===== config.mk =====
export PLATFORM = sky130hd
export DESIGN_NAME = motor_mixer_flat
export DESIGN_NICKNAME = d
export VERILOG_FILES = /design/src/rtl/motor_mixer_if.sv /design/src/rtl/motor_mixer.sv /design/src/flat_wrapper.sv
export SDC_FILE = /design/constraint.sdc
export NUM_CORES = 1
export LEC_CHECK = 0
export BUFFER_PORTS_ARGS = -buffer_cell sky130_fd_sc_hd__buf_2
export CAP_MARGIN = 20
export CORE_MARGIN = 4
export CORE_UTILIZATION = 35
export DETAILED_ROUTE_END_ITERATION = 6
export PLACE_DENSITY_LB_ADDON = 0.25
export SYNTH_ARGS = -nofsm -noshare
export SYNTH_HDL_FRONTEND = slang
export SYNTH_SLANG_ARGS = --single-unit

===== constraint.sdc =====
create_clock -name clk -period 8.4 [get_ports clk]
set_input_delay 1.26 -clock clk [delete_from_list [all_inputs] [get_ports clk]]
set_output_delay 1.26 -clock clk [all_outputs]
set_load 0.05 [all_outputs]

===== src/rtl/motor_mixer_if.sv =====
// ============================================================================
// Module      : motor_mixer_if
// Description : Host command and ramp dispatch signals for the X-quad mixer.
//               The master side is the flight controller plus the four ramps.
//               The slave side is the mixer itself.
// Revision    : 1.0 - initial release
// ============================================================================
`default_nettype none

interface motor_mixer_if;
    logic        cmd_valid;
    logic        cmd_ready;
    logic        arm;
    logic [15:0] throttle;
    logic [15:0] roll;
    logic [15:0] pitch;
    logic [15:0] yaw;
    logic [3:0]  pwm_busy;
    logic [63:0] speed_out;
    logic [3:0]  speed_oe;
    logic        done;
    logic        timeout_err;

    modport master (
        output cmd_valid, arm, throttle, roll, pitch, yaw, pwm_busy,
        input  cmd_ready, speed_out, speed_oe, done, timeout_err
    );

    modport slave (
        input  cmd_valid, arm, throttle, roll, pitch, yaw, pwm_busy,
        output cmd_ready, speed_out, speed_oe, done, timeout_err
    );
endinterface

`default_nettype wire


===== src/rtl/motor_mixer.sv =====
// ============================================================================
// Module      : motor_mixer
// Description : Mixes one flight command (throttle, roll, pitch, yaw) into four
//               clamped X-quad motor speeds. One motor is mixed per cycle, and
//               all four share a single adder path. Each speed is then handed
//               to its PWM ramp with a one-cycle strobe. A strobe is issued only
//               while that ramp is not busy, and undelivered speeds are dropped
//               after a bounded wait.
// Revision    : 1.0 - initial release
// ============================================================================
`default_nettype none

module motor_mixer #(
    parameter int MIN_SPEED   = 256,
    parameter int MAX_OUT     = 65535,
    parameter int TIMEOUT_CYC = 20000
) (
    input  wire logic      clk,
    input  wire logic      rst_n,
    motor_mixer_if.slave   bus
);

    localparam int CNT_W = $clog2(TIMEOUT_CYC + 1);

    localparam logic [15:0]       c_min_speed = 16'(MIN_SPEED);
    localparam logic [15:0]       c_max_out   = 16'(MAX_OUT);
    localparam logic signed [18:0] c_min_s    = $signed({3'b000, c_min_speed});
    localparam logic signed [18:0] c_max_s    = $signed({3'b000, c_max_out});
    localparam logic [CNT_W-1:0]  c_tout_last = CNT_W'(TIMEOUT_CYC - 1);

    typedef enum logic [1:0] {
        S_IDLE     = 2'd0,
        S_MIX      = 2'd1,
        S_DISPATCH = 2'd2
    } state_t;

    state_t            state_q, state_d;
    logic [1:0]        k_q, k_d;
    logic [15:0]       thr_q, thr_d;
    logic [15:0]       roll_q, roll_d;
    logic [15:0]       pitch_q, pitch_d;
    logic [15:0]       yaw_q, yaw_d;
    logic              arm_q, arm_d;
    logic [3:0][15:0]  lane_q, lane_d;
    logic [3:0]        pend_q, pend_d;
    logic [CNT_W-1:0]  tcnt_q, tcnt_d;
    logic [3:0]        oe_q, oe_d;
    logic              done_q, done_d;
    logic              terr_q, terr_d;

    logic signed [18:0] w_t, w_r, w_p, w_y;
    logic signed [18:0] w_rs, w_ps, w_ys, w_sum;
    logic [15:0]        w_speed;
    logic [3:0]         w_pend_left;

    // Shared mixer: choose the correction signs for motor k_q, add once, then clamp.
    always_comb begin
        w_t = $signed({3'b000, thr_q});
        w_r = $signed({{3{roll_q[15]}},  roll_q});
        w_p = $signed({{3{pitch_q[15]}}, pitch_q});
        w_y = $signed({{3{yaw_q[15]}},   yaw_q});
        // Pitch is negative for the rear motors (2, 3).
        w_ps = k_q[1] ? -w_p : w_p;
        // Roll is negative for the right-side motors (1, 2).
        w_rs = (k_q == 2'd1 || k_q == 2'd2) ? -w_r : w_r;
        // Yaw is negative for motors 0 and 2, which spin in the same direction.
        w_ys = (k_q == 2'd0 || k_q == 2'd2) ? -w_y : w_y;
        w_sum = w_t + w_ps + w_rs + w_ys;
        if (!arm_q || w_sum < c_min_s) begin
            w_speed = c_min_speed;
        end else if (w_sum > c_max_s) begin
            w_speed = c_max_out;
        end else begin
            w_speed = w_sum[15:0];
        end
    end

    // Next-state logic for the IDLE -> MIX -> DISPATCH sequence.
    always_comb begin
        state_d     = state_q;
        k_d         = k_q;
        thr_d       = thr_q;
        roll_d      = roll_q;
        pitch_d     = pitch_q;
        yaw_d       = yaw_q;
        arm_d       = arm_q;
        lane_d      = lane_q;
        pend_d      = pend_q;
        tcnt_d      = tcnt_q;
        oe_d        = 4'b0000;
        done_d      = 1'b0;
        terr_d      = terr_q;
        w_pend_left = pend_q & bus.pwm_busy;

        case (state_q)
            S_IDLE: begin
                if (bus.cmd_valid) begin
                    thr_d   = bus.throttle;
                    roll_d  = bus.roll;
                    pitch_d = bus.pitch;
                    yaw_d   = bus.yaw;
                    arm_d   = bus.arm;
                    k_d     = 2'd0;
                    state_d = S_MIX;
                end
            end
            S_MIX: begin
                lane_d[k_q] = w_speed;
                k_d         = k_q + 2'd1;
                if (k_q == 2'd3) begin
                    pend_d  = 4'b1111;
                    tcnt_d  = '0;
                    state_d = S_DISPATCH;
                end
            end
            S_DISPATCH: begin
                if (pend_q == 4'b0000) begin
                    done_d  = 1'b1;
                    state_d = S_IDLE;
                end else begin
                    // Strobe every motor whose ramp is free this cycle.
                    oe_d   = pend_q & ~bus.pwm_busy;
                    pend_d = w_pend_left;
                    tcnt_d = tcnt_q + CNT_W'(1);
                    // Give up on motors whose ramps stay busy too long. Their lanes keep the new value.
                    if (tcnt_q >= c_tout_last && w_pend_left != 4'b0000) begin
                        pend_d  = 4'b0000;
                        terr_d  = 1'b1;
                        done_d  = 1'b1;
                        state_d = S_IDLE;
                    end
                end
            end
            default: begin
                state_d = S_IDLE;
            end
        endcase
    end

    // State and output registers. Every lane resets to the disarmed speed.
    always_ff @(posedge clk or negedge rst_n) begin
        if (!rst_n) begin
            state_q <= S_IDLE;
            k_q     <= 2'd0;
            thr_q   <= 16'd0;
            roll_q  <= 16'd0;
            pitch_q <= 16'd0;
            yaw_q   <= 16'd0;
            arm_q   <= 1'b0;
            lane_q  <= {4{c_min_speed}};
            pend_q  <= 4'b0000;
            tcnt_q  <= '0;
            oe_q    <= 4'b0000;
            done_q  <= 1'b0;
            terr_q  <= 1'b0;
        end else begin
            state_q <= state_d;
            k_q     <= k_d;
            thr_q   <= thr_d;
            roll_q  <= roll_d;
            pitch_q <= pitch_d;
            yaw_q   <= yaw_d;
            arm_q   <= arm_d;
            lane_q  <= lane_d;
            pend_q  <= pend_d;
            tcnt_q  <= tcnt_d;
            oe_q    <= oe_d;
            done_q  <= done_d;
            terr_q  <= terr_d;
        end
    end

    assign bus.cmd_ready   = (state_q == S_IDLE);
    assign bus.speed_out   = lane_q;
    assign bus.speed_oe    = oe_q;
    assign bus.done        = done_q;
    assign bus.timeout_err = terr_q;

endmodule

`default_nettype wire


===== src/flat_wrapper.sv =====
// flat-port wrapper written by rule: the top's interface ports become plain ports
module motor_mixer_flat 
#(
    parameter int MIN_SPEED   = 256,
    parameter int MAX_OUT     = 65535,
    parameter int TIMEOUT_CYC = 20000
)
  (clk, rst_n, bus_cmd_valid, bus_arm, bus_throttle, bus_roll, bus_pitch, bus_yaw, bus_pwm_busy, bus_cmd_ready, bus_speed_out, bus_speed_oe, bus_done, bus_timeout_err);
  motor_mixer_if bus_i ();
  input  wire logic clk;
  input  wire logic rst_n;
  input wire logic [$bits(bus_i.cmd_valid)-1:0] bus_cmd_valid;
  input wire logic [$bits(bus_i.arm)-1:0] bus_arm;
  input wire logic [$bits(bus_i.throttle)-1:0] bus_throttle;
  input wire logic [$bits(bus_i.roll)-1:0] bus_roll;
  input wire logic [$bits(bus_i.pitch)-1:0] bus_pitch;
  input wire logic [$bits(bus_i.yaw)-1:0] bus_yaw;
  input wire logic [$bits(bus_i.pwm_busy)-1:0] bus_pwm_busy;
  output wire logic [$bits(bus_i.cmd_ready)-1:0] bus_cmd_ready;
  output wire logic [$bits(bus_i.speed_out)-1:0] bus_speed_out;
  output wire logic [$bits(bus_i.speed_oe)-1:0] bus_speed_oe;
  output wire logic [$bits(bus_i.done)-1:0] bus_done;
  output wire logic [$bits(bus_i.timeout_err)-1:0] bus_timeout_err;
  assign bus_i.cmd_valid = bus_cmd_valid;
  assign bus_i.arm = bus_arm;
  assign bus_i.throttle = bus_throttle;
  assign bus_i.roll = bus_roll;
  assign bus_i.pitch = bus_pitch;
  assign bus_i.yaw = bus_yaw;
  assign bus_i.pwm_busy = bus_pwm_busy;
  assign bus_cmd_ready = bus_i.cmd_ready;
  assign bus_speed_out = bus_i.speed_out;
  assign bus_speed_oe = bus_i.speed_oe;
  assign bus_done = bus_i.done;
  assign bus_timeout_err = bus_i.timeout_err;
  motor_mixer #(.MIN_SPEED(MIN_SPEED), .MAX_OUT(MAX_OUT), .TIMEOUT_CYC(TIMEOUT_CYC)) u_core (.clk(clk), .rst_n(rst_n), .bus(bus_i));
endmodule

# ---- Word level (Yosys, flattened, before mapping)
# Cells that the tools add are included.
# W data, S select, Z words.
dict set report word_totals {
  regBits 158
  output_inout_bits 71
  elab_cells 86
}
dict set report op_classes {
  addsub 8
  order_cmp 5
  n_eq_ne 9
  mux 27
  bitwise 4
  reduce_logical 17
}
# cell count
set op_table {}
lappend op_table {{$bwmux W64} 1}
lappend op_table {{$mux W19} 3}
lappend op_table {{$neg A16 Y19} 3}
lappend op_table {{$mux W16} 3}
lappend op_table {{$add A19 B19 Y19} 2}
lappend op_table {{$demux W16 S2} 1}
lappend op_table {{$mux W15} 2}
lappend op_table {{$pmux W15 S2} 1}
lappend op_table {{$mux W4} 5}
lappend op_table {{$add A17 B19 Y19} 1}
lappend op_table {{$gt A19 B17 Y1 const B} 1}
lappend op_table {{$lt A19 B10 Y1 const B} 1}
lappend op_table {{$add A15 B1 Y15 const B} 1}
lappend op_table {{$ge A15 B15 Y1 const B} 1}
lappend op_table {{$mux W2} 5}
lappend op_table {{$reduce_and A3 Y1} 3}
lappend op_table {{$and A4 B4 Y4} 2}
lappend op_table {{$pmux W4 S2} 1}
lappend op_table {{$eq A2 B2 Y1 const B} 3}
lappend op_table {{$pmux W2 S3} 1}
lappend op_table {{$eq A2 B1 Y1 const B} 2}
lappend op_table {{$logic_not A2 Y1} 2}
lappend op_table {{$logic_not A4 Y1} 1}
lappend op_table {{$ne A2 B2 Y1 const B} 2}
lappend op_table {{15 further kinds} 22}

# ---- Longest topological paths before layout
dict set report depth {
  word_depth 9
  mapped_depth 23
  ltp_nobuf 20
}

# ---- Worst setup path after synthesis
# OpenSTA, ideal clock, no wires.
dict set report synth_timing {
  kind {reg2reg}
  start {register u_core.yaw_q[0]}
  end {register u_core.lane_q (netlist bit u_core.bus.speed_out[39])}
  setup_ps 134
  t_arrival_ps 5787
  setup_slack_ps 2478
  path_stages_with_launch 22
  n_path_buf 2
  cell_sequence {dfrtp_1 -> inv_1 -> ha_1 -> or3b_2 -> nor4b_2 -> a21oi_1 -> xor2_1 -> fa_1 -> inv_1 -> fa_1 -> inv_1 -> ha_1 -> clkbuf_1 -> a2111oi_0 -> o21ai_0 -> a2111oi_0 -> a21oi_1 -> xnor2_1 -> a31oi_1 -> nor4b_1 -> clkbuf_1 -> o41ai_2}
}
dict set report synth_via {
  elab_chain_len 7
}
# element line
set synth_lines {}
lappend synth_lines {{start: declaration} motor_mixer.sv:42} ;# logic [15:0] yaw_q, yaw_d;
lappend synth_lines {{start signal: assignment} motor_mixer.sv:162} ;# yaw_q <= yaw_d;
lappend synth_lines {{$neg A16 Y19} motor_mixer.sv:67} ;# w_ys = (k_q == 2'd0 || k_q == 2'd2) ? -w_y : w_y;
lappend synth_lines {{$mux W19 *} motor_mixer.sv:67}
lappend synth_lines {{$add A19 B19 Y19 *} motor_mixer.sv:68} ;# w_sum = w_t + w_ps + w_rs + w_ys;
lappend synth_lines {{$gt A19 B17 Y1 / $lt A19 B10 Y1 (equally long branches)} {motor_mixer.sv:71, motor_mixer.sv:69}}
lappend synth_lines {{$mux W16 / $logic_or A1 B1 Y1 (equally long branches)} {motor_mixer.sv:71, motor_mixer.sv:69}}
lappend synth_lines {{$mux W16 *} motor_mixer.sv:69} ;# if (!arm_q || w_sum < c_min_s) begin
lappend synth_lines {{$bwmux W64 *} motor_mixer.sv:108} ;# lane_d[k_q] = w_speed;
lappend synth_lines {{end signal: assignment} motor_mixer.sv:150} ;# lane_q <= {4{c_min_speed}};
lappend synth_lines {{end signal: assignment} motor_mixer.sv:164} ;# lane_q <= lane_d;
lappend synth_lines {{end: declaration} motor_mixer.sv:44} ;# logic [3:0][15:0] lane_q, lane_d;
# Every way passes the cells marked *; elsewhere a longest branch is shown, timed or not.
# A chain may end at the register's enable or synchronous reset.

# ---- Worst setup path in the final report
dict set report layout_timing {
  start {register u_core.k_q[1]}
  end {register u_core.lane_q (netlist bit u_core.bus.speed_out[38])}
}
dict set report layout_via {
  elab_chain_len 9
}
# element line
set layout_lines {}
lappend layout_lines {{start: declaration} motor_mixer.sv:38} ;# logic [1:0] k_q, k_d;
lappend layout_lines {{start signal: assignment} motor_mixer.sv:158} ;# k_q <= k_d;
lappend layout_lines {{parallel branches: the longest is 8 deep, another holds $add A17 B19 Y19} -}
lappend layout_lines {{$bwmux W64 *} motor_mixer.sv:108}
# Every way passes the cells marked *.

==> flow_summary.rst <==
.. list-table::
   :header-rows: 1

   * - Metric
     - Value
   * - Internal reg-to-reg setup slack
     - 1.73 ns
   * - Net Count, Synth
     - 1065
   * - Count of hold-fix buffers inserted at cts
     - 0
   * - Share of the clock period used by the worst path
     - 79.4%
   * - Number of cells traversed by the worst hold path
     - 2
   * - Worst min-delay path class
     - flip-flop to flip-flop
   * - Crit Reg-Reg Endpoint
     - u_core.bus.speed_out[38]
   * - Resized cells post-CTS
     - 0
   * - TritonCTS clock tree
     - done
   * - Number of synthesized flops with an enable pin
     - 0
   * - Unrepaired setup endpoints after global routing
     - false
   * - Count of vias placed by the detailed router
     - 7168
   * - Die Wd
     - 171 um
   * - Number of port buffers
     - 142
   * - Crit-path max FO
     - 33
   * - Worst slew margin
     - 29.9%
   * - Floorplan die height
     - 171 um
   * - Startpoint-to-endpoint class of the critical path
     - flip-flop to flip-flop
   * - Initial Util
     - 35.6%
   * - Global-route wire length before repair
     - 36900 um
   * - Number of buffers inserted during clock tree synthesis
     - 17
   * - Crit path DAT
     - 6.97 ns
   * - Largest net degree at the start of global routing
     - 92
   * - Die Outline Area
     - 29200 um2
   * - Fraction of registers with async set or reset after synthesis
     - 100%
   * - Share of post-route cells with drive strength above 1
     - 22.7%
   * - Fill cell instance count of the final layout
     - 2530
   * - Final slew viol count
     - 0
   * - Final Hold Viols
     - 0
   * - Mean cell area of the mapped netlist
     - 9.96 um2
   * - Overall fraction of global-route tracks in use
     - 15.8%
   * - H-tree depth
     - 4
   * - Clock latency reported for the late side of the worst-skew pair
     - 0.43 ns
   * - Logic depth of the worst register-to-register path
     - 18
   * - DPL Wire Length
     - 17500 um
   * - Area overhead of the layout relative to synthesis
     - 17.0%
   * - Worst setup path startpoint
     - u_core.k_q[1]
   * - Fmax achieved
     - 150 MHz
   * - RR Startpoint
     - u_core.k_q[1]
   * - Run status
     - complete, no violations
   * - Clock skew
     - 0.0155 ns
   * - Post-synth design cell area
     - 9270 um2
   * - Number of storage elements in the synthesis netlist
     - 158
   * - N_diodes
     - 0
   * - Type of element capturing the critical path
     - flip-flop
   * - Number of nets at the end of the flow
     - 1185
   * - Max-capacitance violation count
     - 0
   * - Part of the Yosys area used for sequential elements
     - 42.7%
   * - Launching element type of the critical path
     - flip-flop
   * - Number of setup violations in the final report
     - 0
   * - Core area
     - 26100 um2
   * - Mean routed wirelength per cell
     - 16.6 um
   * - Antenna violations before repair
     - 0
   * - Req. time, crit path
     - 8.69 ns
   * - Clock Path Buffers
     - 2
   * - 1st-pass router iterations
     - 5
   * - Netlist cell types
     - 63
   * - Clock Root Buffer
     - sky130_fd_sc_hd__clkbuf_16
   * - Total Routed Length
     - 23200 um
   * - Starting DRC count in detailed routing
     - 421
   * - DRC violation count after routing
     - 0
   * - Grt ovf
     - 0
   * - Total negative slack for setup checks
     - 0 ns
   * - Antenna-violating nets left
     - 0
   * - Num Clock Sinks
     - 158
   * - Standard-cell row count
     - 59
   * - Clock slew seen by the registers of the worst setup and hold paths
     - 0.07 ns
   * - Min cycle time layout
     - 6.67 ns
   * - Least-Margin Pin Slew
     - 1.05 ns
   * - Via-to-Cell Ratio
     - 5.12
   * - Global placer's final weighted congestion
     - 0.874
   * - Vias in the first global route
     - 6789
   * - Worst Setup EP
     - u_core.bus.speed_out[38]
   * - Post-CTS setup repair buffer count
     - 0
   * - Number of warnings reported in the yosys synthesis log
     - 0
   * - Top flip-flop cell by instance count after synthesis
     - sky130_fd_sc_hd__dfrtp_1
   * - Top-level I/O count
     - 143
   * - Post-synthesis cell count
     - 931
==> per-layer routing <==
layer	GRT usage [%]	share of wire, %
met4	3.09	0.83
met2	23.0	42
met5	0	0
met1	24.5	51
met3	3.23	6.3
==> worst max-delay path, stage by stage, from the launching register on <==
cell,delay [ns]
sky130_fd_sc_hd__dfrtp_1,0.77
sky130_fd_sc_hd__inv_1,0.18
sky130_fd_sc_hd__ha_1,0.74
sky130_fd_sc_hd__o21ai_0,0.23
sky130_fd_sc_hd__xnor2_1,0.19
sky130_fd_sc_hd__fa_1,0.48
sky130_fd_sc_hd__inv_1,0.05
sky130_fd_sc_hd__fa_1,0.49
sky130_fd_sc_hd__inv_1,0.04
sky130_fd_sc_hd__ha_1,0.34
sky130_fd_sc_hd__and2_1,0.19
sky130_fd_sc_hd__a221oi_1,0.47
sky130_fd_sc_hd__a21boi_0,0.26
sky130_fd_sc_hd__o311ai_0,0.89
sky130_fd_sc_hd__a211oi_1,0.09
sky130_fd_sc_hd__and4_1,0.26
sky130_fd_sc_hd__nor4b_2,0.16
sky130_fd_sc_hd__buf_4,0.26
sky130_fd_sc_hd__o41ai_1,0.42
==> worst min-delay path by stage <==
stage / startpoint / end / slack [ns]
CTS: u_core.bus.speed_out[6] / u_core.bus.speed_out[6] / 0.48
global route: u_core.bus.speed_out[30] / u_core.bus.speed_out[30] / 0.50
finish: u_core.bus.speed_out[6] / u_core.bus.speed_out[6] / 0.48
detailed placement: u_core.bus.speed_out[6] / u_core.bus.speed_out[6] / 0.46
floorplan: u_core.state_q[1] / u_core.state_q[0] / 0.46
global placement: u_core.bus.speed_out[6] / u_core.bus.speed_out[6] / 0.45
==> cell usage after synthesis (all sizes together), types with 6 or more instances <==
library cell | instances | area, um2
nor2 | 57 | 214
mux2 | 43 | 484
o31ai | 32 | 240
or3 | 6 | 42.5
o41ai | 27 | 259
inv | 88 | 330
a22o | 13 | 114
nand2b | 14 | 87.6
nor3 | 16 | 80.1
nand2 | 107 | 402
xnor2 | 43 | 377
o21ai | 55 | 275
clkbuf | 42 | 158
xor2 | 25 | 219
and2 | 6 | 37.5
fa | 34 | 681
nand4 | 8 | 50.1
a21o | 7 | 52.6
ha | 28 | 350
dfrtp | 154 | 3850
a21oi | 36 | 180
a31oi | 6 | 52.6
nand3 | 11 | 55.1
==> final cells by class <==
class / instances / area, um2 / area share, %
clock inverters: 14 / 144 / 1.33
flip-flops and latches: 158 / 3960 / 36.5
multi-input cells: 638 / 4790 / 44.2
well taps: 335 / 419 / 3.86
repair buffers: 148 / 766 / 7.06
clock buffers: 18 / 439 / 4.05
inverters: 88 / 330 / 3.05
==> cell usage in the layout, fill, tap and decap left out, types with 7 or more instances in the layout <==
| cell | synthesis | final |
|---|---|---|
| sky130_fd_sc_hd__o21ai_0 | 55 | 55 |
| sky130_fd_sc_hd__nor3_1 | 16 | 16 |
| sky130_fd_sc_hd__ha_1 | 28 | 28 |
| sky130_fd_sc_hd__nand3_1 | 11 | 11 |
| sky130_fd_sc_hd__xor2_1 | 25 | 25 |
| sky130_fd_sc_hd__mux2_2 | 43 | 43 |
| sky130_fd_sc_hd__o31ai_1 | 32 | 32 |
| sky130_fd_sc_hd__nand2_1 | 107 | 107 |
| sky130_fd_sc_hd__inv_1 | 88 | 88 |
| sky130_fd_sc_hd__a21o_1 | 7 | 7 |
| sky130_fd_sc_hd__xnor2_1 | 43 | 43 |
| sky130_fd_sc_hd__o41ai_1 | 24 | 24 |
| sky130_fd_sc_hd__buf_2 | 1 | 141 |
| sky130_fd_sc_hd__dfrtp_1 | 154 | 154 |
| sky130_fd_sc_hd__nor2_1 | 57 | 57 |
| sky130_fd_sc_hd__a21oi_1 | 36 | 36 |
| sky130_fd_sc_hd__nand2b_1 | 14 | 14 |
| sky130_fd_sc_hd__clkbuf_16 | 0 | 17 |
| sky130_fd_sc_hd__nand4_1 | 8 | 8 |
| sky130_fd_sc_hd__fa_1 | 34 | 34 |
| sky130_fd_sc_hd__a22o_1 | 13 | 13 |
==> metrics by stage <==
| stage | hold slack, ns | worst slack [ns] | instances | instance area [um2] | util, % |
|---|---|---|---|---|---|
| 2_1_floorplan | 0.464 | 2.48 | 931 | 9270 | - |
| 3_3_place_gp | 0.452 | 2.00 | 1366 | 10300 | 39.3 |
| 3_5_place_dp | 0.460 | 1.80 | 1366 | 10300 | 39.3 |
| 4_1_cts | 0.476 | 1.78 | 1398 | 10800 | 41.6 |
| 5_1_grt | 0.499 | 1.04 | 1399 | 10800 | 41.6 |
| 6_report | 0.475 | 1.73 | 1399 | 10800 | 41.6 |
==> cell families after synthesis <==
group / after synthesis / synth area share, %
flops: 158 / 42.7
mux: 45 / 5.44
fa+ha+maj: 62 / 11.1
xor+xnor: 69 / 6.67
compound gates: 207 / 15.4
simple gates: 255 / 12.9
buf+inv: 135 / 5.72
==> registers in the layout (all words and copies together) (netlist names) <==
name	flops
u_core.k_q	2
u_core.tcnt_q	15
u_core.state_q	2
u_core.bus.done	1
u_core.yaw_q	16
u_core.bus.speed_out	64
u_core.pitch_q	16
u_core.arm_q	1
u_core.bus.timeout_err	1
u_core.thr_q	16
u_core.roll_q	16
u_core.bus.speed_oe	4
u_core.pend_q	4
Power is left out: the tool's default activity adds up to more than one toggle a clock period on the data nets, which glitch-free logic cannot reach.
